===== src/rtl/sta_pkg.sv =====
// Shared types and constants for the STA stimulus/collect engine.
package sta_pkg;

  localparam int unsigned N_NODE  = 16;
  localparam int unsigned N_EDGE  = 32;
  localparam int unsigned TIMEOUT = 4096;

  typedef logic [3:0] node_t;
  typedef logic [3:0] delay_t;

  typedef enum logic [2:0] {
    ST_IDLE,
    ST_SEND,
    ST_WAIT,
    ST_RECV,
    ST_FIN
  } sta_state_t;

endpackage


===== src/rtl/sta_path_buf.sv =====
// Critical-path capture buffer: 16x4 register file with an append pointer,
// synchronous clear, full flag and an asynchronous read port.
module sta_path_buf
  import sta_pkg::*;
(
  input  logic       clk,
  input  logic       rst_n,
  input  logic       clr,
  input  logic       wr_en,
  input  logic [3:0] wr_data,
  input  logic [3:0] rd_addr,
  output logic [3:0] rd_data,
  output logic [4:0] len,
  output logic       full
);

  node_t mem [N_NODE];

  assign full    = (len == 5'(N_NODE));
  assign rd_data = mem[rd_addr];

  // Append at the pointer until full; writes while full are dropped.
  always_ff @(posedge clk or negedge rst_n) begin
    if (!rst_n) begin
      for (int unsigned i = 0; i < N_NODE; i++) begin
        mem[i] <= '0;
      end
      len <= '0;
    end else if (clr) begin
      len <= '0;
    end else if (wr_en && !full) begin
      mem[len[3:0]] <= wr_data;
      len           <= len + 5'd1;
    end
  end

endmodule


===== src/rtl/sta_stim_tx.sv =====
// STA core stimulus transmitter and result collector.
// Streams a 16-node / 32-edge timing graph to the core, then captures the
// worst delay and critical path from the core's result burst.
// Optional watchdog on WAIT/RECV enabled by `define STA_STIM_TX_TIMEOUT_EN.
module sta_stim_tx #(
  parameter int unsigned N_NODE  = sta_pkg::N_NODE,
  parameter int unsigned N_EDGE  = sta_pkg::N_EDGE,
  parameter int unsigned TIMEOUT = sta_pkg::TIMEOUT
) (
  input  logic       clk,
  input  logic       rst_n,
  input  logic       cfg_we,
  input  logic       cfg_sel,
  input  logic [4:0] cfg_addr,
  input  logic [7:0] cfg_data,
  input  logic       start,
  output logic       busy,
  output logic       done,
  output logic       err,
  output logic       in_valid,
  output logic [3:0] delay,
  output logic [3:0] source,
  output logic [3:0] destination,
  input  logic       out_valid,
  input  logic [7:0] worst_delay,
  input  logic [3:0] path,
  output logic [7:0] res_delay,
  output logic [4:0] res_len,
  input  logic [3:0] res_rd_addr,
  output logic [3:0] res_node
);

  import sta_pkg::*;

  delay_t     delay_tab [N_NODE];
  logic [7:0] edge_tab  [N_EDGE];

  sta_state_t state, state_d;
  logic [4:0] k, k_d, k_nxt;
  logic       iv_d, busy_d, done_d, err_d;
  logic [3:0] delay_d, src_d, dst_d;
  logic [7:0] res_delay_d;
  logic       first_bad, first_bad_d;
  node_t      last_node, last_node_d;
  logic       buf_clr, buf_we, buf_full;
  logic       tab_we, wd_hit;
  delay_t     first_delay;
  logic [7:0] first_edge, nxt_edge;
  delay_t     nxt_delay;

  // Host writes land only while the engine is not busy.
  assign tab_we = cfg_we & ~busy;

  // Graph tables; contents are not reset.
  always_ff @(posedge clk) begin
    if (tab_we) begin
      if (!cfg_sel && !cfg_addr[4]) delay_tab[cfg_addr[3:0]] <= cfg_data[3:0];
      if (cfg_sel) edge_tab[cfg_addr] <= cfg_data;
    end
  end

  // Entry 0 is forwarded from a same-cycle write so launch sees the new value.
  always_comb begin
    first_delay = delay_tab[0];
    first_edge  = edge_tab[0];
    if (tab_we && cfg_addr == 5'd0) begin
      if (cfg_sel) first_edge  = cfg_data;
      else         first_delay = cfg_data[3:0];
    end
  end

  assign k_nxt     = k + 5'd1;
  assign nxt_edge  = edge_tab[k_nxt];
  assign nxt_delay = k_nxt[4] ? '0 : delay_tab[k_nxt[3:0]];

`ifdef STA_STIM_TX_TIMEOUT_EN
  localparam logic [11:0] WD_LAST = 12'(TIMEOUT - 1);
  logic [11:0] wd;

  // Watchdog counts cycles spent waiting on or receiving the core result.
  always_ff @(posedge clk or negedge rst_n) begin
    if (!rst_n)                                  wd <= '0;
    else if (state == ST_SEND)                   wd <= '0;
    else if (state == ST_WAIT || state == ST_RECV) wd <= wd + 12'd1;
  end

  assign wd_hit = (state == ST_WAIT || state == ST_RECV) && (wd == WD_LAST);
`else
  assign wd_hit = 1'b0;
  // TIMEOUT only takes effect in the watchdog build.
  if (TIMEOUT == 0) begin : g_no_watchdog
  end
`endif

  // Next-state and next-output logic; all outputs are registered from here.
  always_comb begin
    state_d     = state;
    k_d         = k;
    iv_d        = 1'b0;
    delay_d     = '0;
    src_d       = '0;
    dst_d       = '0;
    busy_d      = busy;
    done_d      = 1'b0;
    err_d       = err;
    res_delay_d = res_delay;
    first_bad_d = first_bad;
    last_node_d = last_node;
    buf_clr     = 1'b0;
    buf_we      = 1'b0;
    case (state)
      ST_IDLE, ST_FIN: begin
        state_d = ST_IDLE;
        busy_d  = 1'b0;
        if (start) begin
          state_d     = ST_SEND;
          k_d         = '0;
          iv_d        = 1'b1;
          delay_d     = first_delay;
          src_d       = first_edge[7:4];
          dst_d       = first_edge[3:0];
          busy_d      = 1'b1;
          err_d       = 1'b0;
          res_delay_d = '0;
          buf_clr     = 1'b1;
        end
      end
      ST_SEND: begin
        if (k == 5'(N_EDGE - 1)) begin
          state_d = ST_WAIT;
        end else begin
          k_d     = k_nxt;
          iv_d    = 1'b1;
          delay_d = nxt_delay;
          src_d   = nxt_edge[7:4];
          dst_d   = nxt_edge[3:0];
        end
      end
      ST_WAIT: begin
        if (out_valid) begin
          state_d     = ST_RECV;
          res_delay_d = worst_delay;
          buf_we      = 1'b1;
          first_bad_d = (path != 4'd0);
          last_node_d = path;
        end
      end
      ST_RECV: begin
        if (out_valid) begin
          if (buf_full) begin
            err_d = 1'b1;
          end else begin
            buf_we      = 1'b1;
            last_node_d = path;
          end
        end else begin
          state_d = ST_FIN;
          done_d  = 1'b1;
          busy_d  = 1'b0;
          err_d   = err | first_bad | (last_node != 4'd1);
        end
      end
      default: state_d = ST_IDLE;
    endcase
    // Watchdog expiry wins over any result traffic in the same cycle.
    if (wd_hit) begin
      state_d     = ST_FIN;
      done_d      = 1'b1;
      busy_d      = 1'b0;
      err_d       = 1'b1;
      res_delay_d = res_delay;
      buf_we      = 1'b0;
      last_node_d = last_node;
    end
  end

  // State register.
  always_ff @(posedge clk or negedge rst_n) begin
    if (!rst_n) state <= ST_IDLE;
    else        state <= state_d;
  end

  // Output and bookkeeping registers.
  always_ff @(posedge clk or negedge rst_n) begin
    if (!rst_n) begin
      k           <= '0;
      in_valid    <= 1'b0;
      delay       <= '0;
      source      <= '0;
      destination <= '0;
      busy        <= 1'b0;
      done        <= 1'b0;
      err         <= 1'b0;
      res_delay   <= '0;
      first_bad   <= 1'b0;
      last_node   <= '0;
    end else begin
      k           <= k_d;
      in_valid    <= iv_d;
      delay       <= delay_d;
      source      <= src_d;
      destination <= dst_d;
      busy        <= busy_d;
      done        <= done_d;
      err         <= err_d;
      res_delay   <= res_delay_d;
      first_bad   <= first_bad_d;
      last_node   <= last_node_d;
    end
  end

  sta_path_buf u_path_buf (
    .clk     (clk),
    .rst_n   (rst_n),
    .clr     (buf_clr),
    .wr_en   (buf_we),
    .wr_data (path),
    .rd_addr (res_rd_addr),
    .rd_data (res_node),
    .len     (res_len),
    .full    (buf_full)
  );

endmodule


===== config.mk =====
export PLATFORM = sky130hd
export DESIGN_NAME = sta_stim_tx
export DESIGN_NICKNAME = d
export VERILOG_FILES = /design/src/rtl/sta_pkg.sv /design/src/rtl/sta_path_buf.sv /design/src/rtl/sta_stim_tx.sv
export SDC_FILE = /design/constraint.sdc
export NUM_CORES = 1
export LEC_CHECK = 0
export CORE_UTILIZATION = 65
export DETAILED_ROUTE_END_ITERATION = 8
export GPL_TIMING_DRIVEN = 0
export PLACE_DENSITY = 0.84
export SLEW_MARGIN = 15
export SYNTH_ARGS = -nofsm -noshare
export SYNTH_HDL_FRONTEND = slang
export SYNTH_SLANG_ARGS = --single-unit
export TNS_END_PERCENT = 30

===== constraint.sdc =====
create_clock -name clk -period 5 [get_ports clk]
set_input_delay 0.5 -clock clk [delete_from_list [all_inputs] [get_ports clk]]
set_output_delay 0.5 -clock clk [all_outputs]
set_load 0.01 [all_outputs]

==> summary.txt <==
R2R depth - 7
All-Layer GR Usage - 31.0%
Final Max Slew Viols - 0
row count - 59
core footprint - 0.0261 mm^2
layout cell share with drive strength beyond 1 - 24.1%
Starting Density - 66.5%
Die Wd - 165 um
clock sink total - 426
flops & latches, synth - 426
Final Hold Viols - 0
Tmin final - 3.33 ns
antenna viol nets, final - 0
worst r2r src - k[0]
Post-synth EDFFs - 320
Hold WC Path Type - in -> async
dpl ws - 1.69 ns
CP Class - in -> out
Die ar. - 0.0274 mm^2
flop2flop setup slack - 2.11 ns
largest net degree at the start of global routing - 89
clk_lat worst skew - 0.53 ns
Net count, final - 1165
final non-filler cell total - 1491
grt total ovfl - 0
f_max - 0.300 GHz
post-synthesis cell area - 0.0174 mm^2
Critical Path Source Type - primary input
failing checks - design-rule violations
CTS tree - done
CP max FO - 10
Mean Syn Cell Area - 17.2 um^2
crit path capture - res_node[2]
commonest cells after routing, fill and taps aside - edfxtp_1, nand2_1, dfrtp_1
initial antenna violation count - 0
# placed instances - 1414
Port Buffers - 65
final setup fails - 0
critical path required time - 4.50 ns
post-layout util - 76.1%
Ports - 68
r2r endpoint - destination[0]
post-CTS setup buffers - 0
Cell Pwr Density - 545 mW/mm^2
maximum buffer depth of the clock tree - 3
Async SR Flop Fraction - 24.9%
Syn. warnings - 0
setup ws final - 1.67 ns
CP Launch Point - res_rd_addr[1]
DR pass1 iterations - 8
Die Y - 165 um
vias in the first global route - 10100
Main synth FF type - edfxtp_1
H-tree depth - 2
DRC viols - 20
Worst-path clk slew - 0.07 ns
leak pwr - 7.27 nW
RSZ-0062 raised after global routing - false
nature of the critical path endpoint - primary output
global-route wire length before repair - 60700 um
Layout area overhead - 14.5%
status - finished with violations
total CTS buffers - 42
DR vias - 10000
Synth Net Count - 1051
worst vdd ir - 0.495 mV
WL/cell - 27.2 um
Setup Skew - 0.0207 ns
routability cong. - 0.906
most common cell after layout, fill and taps aside - edfxtp_1
DPL Wire Length - 25900 um
Initial DRC Count - 1557
cell count after synthesis - 1010
Final period util - 66.6%
part of the Yosys area used for sequential elements - 70.6%
worst-margin pin slew - 1.20 ns
Vias/cell - 6.73
number of inserted diodes - 0
Setup TNS Final - 0 ns
number of distinct library cells after synthesis - 50
Rel. slew slack - 19.6%
Max-cap violations - 0
Worst Path Arrival - 2.83 ns
CTS Root Cell - clkbuf_16
Total Wirelength - 40600 um
cells in the mapped netlist, drive strengths merged, types with 2 or more instances:
library cell	n	area, um^2
a2111oi	2	17.5
a21oi	7	35.0
a22o	9	78.8
and2	6	37.5
and3	2	12.5
buf	32	176
clkbuf	15	56.3
dfrtp	106	2650
edfxtp	320	9610
ha	6	75.1
inv	6	22.5
mux2	74	833
mux2i	17	170
mux4	92	2070
nand2	129	484
nand2b	5	31.3
nand3	47	235
nand3b	3	22.5
nand4	9	56.3
nor2	59	221
nor2b	6	37.5
nor3	7	40.0
nor3b	3	32.5
nor4b	2	23.8
o2111ai	8	70.1
o21ai	13	65.1
o31ai	2	15.0
or2	4	25.0
xnor2	2	17.5
xor2	5	51.3
registers in the layout, indices dropped and copies added (netlist names), 3 cells and up:
register,cells
delay,4
edge_tab,256
u_path_buf.mem,64
source,4
res_delay,8
state,3
delay_tab,64
k,5
destination,4
last_node,4
u_path_buf.len,5
what timing repair did:
item	CTS	global route
resized for setup	0	0
hold buffers	1	0
endpoints found under the setup margin	0	0
hold endpoints to repair	18	0
critical path, stage by stage:
cell and delay (ns):
clkbuf_1 0.33, buf_1 0.56, mux4_2 0.44, mux4_2 0.50, clkdlybuf4s50_1 0.49
kinds of logic (layout without fill, tap and decap cells):
family,count (synthesis),after routing,share of synthesized area [%]
multiplexers,183,183,17.7
XOR/XNOR,7,7,0.396
flip-flops,426,426,70.6
adder cells (fa/ha/maj),6,6,0.432
buffers and inverters,53,199,1.47
AO/OA/AOI/OAI,47,47,1.92
AND/OR/NAND/NOR,288,288,7.51
metrics by stage:
stage          hold WS [ns]  instance area, um^2  total power, mW
2_1_floorplan         0.204                17400             6.43
3_3_place_gp          0.467                18400             7.55
3_5_place_dp          0.353                18500             7.64
4_1_cts               0.376                19900             10.8
5_1_grt               0.414                19900             11.2
6_report              0.386                19900             10.8
worst min path at each step:
| stage | endpoint | cells after the start |
|---|---|---|
| 6_report | destination[3] | 2 |
| 5_1_grt | k[2] | 2 |
| 4_1_cts | k[2] | 2 |
| 3_5_place_dp | res_delay[2] | 1 |
| 3_3_place_gp | k[4] | 2 |
| 2_1_floorplan | busy | 0 |
area by class of cell:
class | instances | area [um^2]
fill | 1465 | 6230
timing repair buffer | 70 | 729
clock inverter | 24 | 229
sequential | 426 | 12300
tap | 335 | 419
multi-input combinational | 531 | 4870
buffer | 47 | 233
clock buffer | 52 | 1130
inverter | 6 | 22.5
routing by layer:
| layer | part of all wire [%] | GRT usage [%] | up-vias |
|---|---|---|---|
| li1 | - | - | 4149 |
| met1 | 37 | 43.7 | 5054 |
| met2 | 49 | 49.9 | 728 |
| met3 | 11 | 5.79 | 101 |
| met4 | 2.9 | 9.34 | 0 |
| met5 | 0 | 0 | - |
power breakdown:
part	internal (mW)	switching, mW
clock network	1.82	1.30
registers	3.97	0.109
logic	1.50	2.14
(Power assumes the default switching activity.)
==> RTL change 1: new RTL, same flow settings <==
The package constant `N_NODE` goes from 16 to 32.
--- a/src/rtl/sta_pkg.sv
+++ b/src/rtl/sta_pkg.sv
@@ -3,3 +3,3 @@
 
-  localparam int unsigned N_NODE  = 16;
+  localparam int unsigned N_NODE  = 32;
   localparam int unsigned N_EDGE  = 32;
Formal check against the unedited RTL: same outputs for any inputs over 4 cycles, from zero or initial values and one cycle with rst_n low; that may be too few to reach the edited logic, so the function may still have changed.
==> RTL change 1 against the original RTL <==
- highest routed layer unchanged
- critical path type unchanged
- area after synthesis hardly changed
- critical endpoint is now res_node[1]
- design area is 0.37% lower
- clock power is 4% lower
- the run still ends with DRC left
- via count is 2.8% lower
- routed wire length is 3.8% lower
- worst setup slack worse by 19 ps
- total power is 4.1% lower
- sequential cell count stayed put
- first-iteration DRC count is 24% lower
- count of clock-buffer cells in the layout is 7 higher
==> RTL change 1: results (changes against the original RTL) <==
DRC viols: 4 (-80%)
Largest cells by area after synthesis: edfxtp_1, dfrtp_1, mux4_2
Register area share after synthesis: 70.6% (about the same)
First-pass GRT wire length: 57.9 mm (-4.6%)
IO buf count: 63 (-3.1%)
Top cells by count, synth: edfxtp_1, dfrtp_1, mux4_2
Mapped Nets: 1015 (-3.4%)
Worst Skew: 19.6 ps (-1.06 ps)
Final clock period utilization by the worst path: 67.0% (+0.39 points)
Pre-CTS setup slack: 1690 ps (-2.91 ps)
Hpwl dp: 25.2 mm (-2.8%)
Number of global-route vias before repair: 9795 (-3.1%)
Register-to-Register Path Depth: 6 (-1)
Nets@finish: 1129 (-3.1%)
Synth-to-layout area growth: 14.2%
Distinct cell type count after synthesis: 47 (-6.0%)
Global placer's final weighted congestion: 0.912 (+0.74%)
Leakage power: 7.18 nW (-1.3%)
Worst path arrival time: 2850 ps (+20 ps)
Placement Cell Area: 18500 um^2 (about the same)
RR Endpoint: source[2]
Failing checks: DRC
Drt pass-1 iters: 9 (+1)
Placed instance count: 1377 (-2.6%)
Status: complete, but fails checks
Worst VDD drop: 0.402 mV (-19%)
Reg clk slew, reported paths: 50 ps (-20 ps)
Final hold slack: 214 ps (-172 ps)
Crit path to: res_node[1]
Reg2Reg Setup Slack: 2190 ps (+80 ps)
CTS Buf Count: 43 (+2.4%)
Gr usage total: 29.5% (-1.5 points)
Slew HR: 26.1% (+6.4 points)
Layout cell share with drive strength beyond 1: 24.8% (+0.69 points)
Avg Vias per Cell: 6.70 (-0.37%)
Crit-path max cell delay: 580 ps (+20 ps)
[RTL change 1: cell types whose count changed after synthesis, sizes merged, moves of 7 or more]
cell     delta
mux2i       +7
nand2      -56
nand4       -8
nor2       +11
nor3        +7
o2111ai     -8
[RTL change 1: critical path: cells and delay by family]
family / cells / cell delay [ps]
muxes: 2 / 920
buffers and inverters: 3 / 1430
[RTL change 1: cells by family after synthesis]
kind of cell | Yosys count | share of synthesized area, %
xor gates and xnor gates | 7 | 0.353
buffers and inverters | 51 | 1.43
adders and majority gates | 6 | 0.432
DFF | 426 | 70.6
muxes | 195 | 18.7
AOI/OAI and AO/OA | 52 | 2.12
and+or+nand+nor | 237 | 6.35
[RTL change 1: routing by layer]
metal | global-route usage, % | vias to the layer above | routed length [um]
li1 | - | 4067 | -
met1 | 41.5 | 5029 | 15100
met2 | 46.8 | 563 | 19300
met3 | 5.57 | 95 | 3380
met4 | 10.7 | 0 | 1240
met5 | 0 | - | 0
[RTL change 1: area by class of cell]
cell class | instances | share of cell area [%]
Buffer | 45 | 1.14
Clock buffer | 59 | 5.93
Sequential cell | 426 | 61.9
Multi-Input combinational cell | 497 | 24.6
Inverter | 6 | 0.114
Tap cell | 335 | 2.11
Clock inverter | 18 | 0.587
Timing Repair Buffer | 69 | 3.68
[RTL change 1: power by group]
part / internal [mW] / total (mW) / switching (mW)
clock network: 1.70 / 2.98 / 1.28
registers: 3.96 / 4.05 / 0.0866
logic: 1.45 / 3.36 / 1.91
[RTL change 1: repair_timing]
item,4_1_cts,5_1_grt
setup endpoints to repair,0,0
gates resized for setup,0,0
hold endpoints to repair,25,0
hold buffers,1,0
==> RTL change 2: new RTL, config.mk and constraints unchanged <==
Made on the original files. Register the input `cfg_addr` before use. The logic sees it one clock later. The other inputs are not delayed to match.
--- a/src/rtl/sta_stim_tx.sv
+++ b/src/rtl/sta_stim_tx.sv
@@ -34,2 +34,8 @@
 
+  logic [4:0] cfg_addr_q;
+
+  always_ff @(posedge clk) begin
+    cfg_addr_q <= cfg_addr;
+  end
+
   delay_t     delay_tab [N_NODE];
@@ -56,4 +62,4 @@
     if (tab_we) begin
-      if (!cfg_sel && !cfg_addr[4]) delay_tab[cfg_addr[3:0]] <= cfg_data[3:0];
-      if (cfg_sel) edge_tab[cfg_addr] <= cfg_data;
+      if (!cfg_sel && !cfg_addr_q[4]) delay_tab[cfg_addr_q[3:0]] <= cfg_data[3:0];
+      if (cfg_sel) edge_tab[cfg_addr_q] <= cfg_data;
     end
@@ -65,3 +71,3 @@
     first_edge  = edge_tab[0];
-    if (tab_we && cfg_addr == 5'd0) begin
+    if (tab_we && cfg_addr_q == 5'd0) begin
       if (cfg_sel) first_edge  = cfg_data;
Check against the original RTL: not equivalent (Yosys sat finds a counterexample within 4 cycles, from zero or initial values and one cycle with rst_n low).
==> RTL change 2 against the original RTL <==
- the run still ends with DRC left
- critical endpoint unchanged
- critical path depth unchanged
- critical path type unchanged
- non-clock buffer count down 2
- total power down 1.4%
- routed wire length down 1.1%
- area after synthesis up 0.48%
- design area up 0.33%
- count of clock-buffer cells in the layout down 2
- worst setup slack worse by 72 ps
- sequential cell count up 5
- clock power down 2%
- via count down 1.8%
- die area up 0.48%
==> RTL change 2: results (changes against the original RTL) <==
Status: complete, but fails checks
Failing checks: DRC
Nets@finish: 1152 (-1.1%)
Worst Skew: 21.2 ps (+0.598 ps)
IO buf count: 64 (-1.5%)
# Post-CTS Setup Buffers: 0 (unchanged)
DRC viols: 4 (-80%)
Hold Path Class: input port to flop
Distinct cell type count after synthesis: 47 (-6.0%)
Register area share after synthesis: 70.8% (+0.23 points)
Fillers: 1406 (-4.0%)
Asr flop ratio synth: 24.6% (-0.29 points)
Worst VDD drop: 0.351 mV (-29%)
Routed Wire Length: 40.2 mm (-1.1%)
Pre-CTS setup slack: 1490 ps (-201 ps)
CP max stage cell: clkbuf_1
Leakage power: 7.23 nW (-0.66%)
Mapped Nets: 1038 (-1.2%)
Number of global-route vias before repair: 10.1k (-0.15%)
Layout cell share with drive strength beyond 1: 24.6% (+0.45 points)
# diodes: 0 (unchanged)
Largest net degree at the start of global routing: 88 (-1.1%)
H-Tree Depth: 2 (unchanged)
Top cells by count, synth: edfxtp_1, dfrtp_1, nand2_1
Clock Power Share: 28.5% (-0.3 points)
Tightest Pin Transition: 1210 ps (+18.9 ps)
Gr usage total: 30.1% (-0.85 points)
Sequential power: 4.12 mW (+1%)
Global placer's final weighted congestion: 0.904 (-0.17%)
Int Pwr: 7.19 mW (-1.4%)
Crit-path max cell delay: 590 ps (+30 ps)
Largest cells by area after synthesis: edfxtp_1, dfrtp_1, mux4_2
Via count: 9847 (-1.8%)
Drt pass-1 iters: 8 (unchanged)
Skew-Pair Late Insertion Delay: 560 ps (+30 ps)
First-pass GRT wire length: 60.9 mm (+0.26%)
Placement Cell Area: 18600 um^2 (+0.47%)
Cts repair resizes: 0 (unchanged)
Initial drt markers: 1110 (-29%)
Hpwl dp: 25.7 mm (-0.66%)
==> RTL change 2: area by class of cell <==
cell class / count / area (um^2) / area share (%)
Buffer: 45 / 218 / 1.09
Clock buffer: 50 / 1120 / 5.62
Clock inverter: 26 / 208 / 1.04
Inverter: 6 / 22.5 / 0.113
Multi-Input combinational cell: 515 / 4880 / 24.4
Sequential cell: 431 / 12400 / 61.9
Tap cell: 335 / 419 / 2.10
Timing Repair Buffer: 70 / 737 / 3.69
==> RTL change 2: path summary, 6_finish.rpt <==
path,startpoint,to,slack (ps),depth (start not counted)
worst max-delay path,res_rd_addr[1],res_node[2],1600,5
worst min-delay path,cfg_data[0],delay_tab[12][0],330,1
worst max register to register,k[1],source[3],1780,8
worst min register to register,err,err,500,2
max in group asynchronous,rst_n,u_path_buf.mem[38],3920,3
min in group asynchronous,rst_n,u_path_buf.mem[60],370,2
==> RTL change 2: cells by family after synthesis <==
logic type | Yosys count | share of synthesized area (%)
AND/OR/NAND/NOR | 266 | 6.88
adder cells (fa/ha/maj) | 6 | 0.430
XOR/XNOR | 7 | 0.437
buffers and inverters | 51 | 1.38
AO/OA/AOI/OAI | 43 | 1.86
flip-flops | 431 | 70.8
multiplexers | 193 | 18.2
==> RTL change 2: stage by stage <==
stage          instances  power, mW  hold WS, ps  util [%]
2_1_floorplan        997       6.41          204         -
3_3_place_gp        1396       7.50          469      70.7
3_5_place_dp        1401       7.59          375      71.1
4_1_cts             1478       10.6          315      76.2
5_1_grt             1478       11.0          341      76.2
6_report            1478       10.7          333      76.2
==> RTL change 2: routing by layer <==
metal	GRT usage, %	vias up	routed length [um]
met1	41.3	4993	15000
met2	49.8	608	20100
met4	11.3	0	1510
li1	-	4125	-
met3	4.86	121	3550
met5	0	-	0
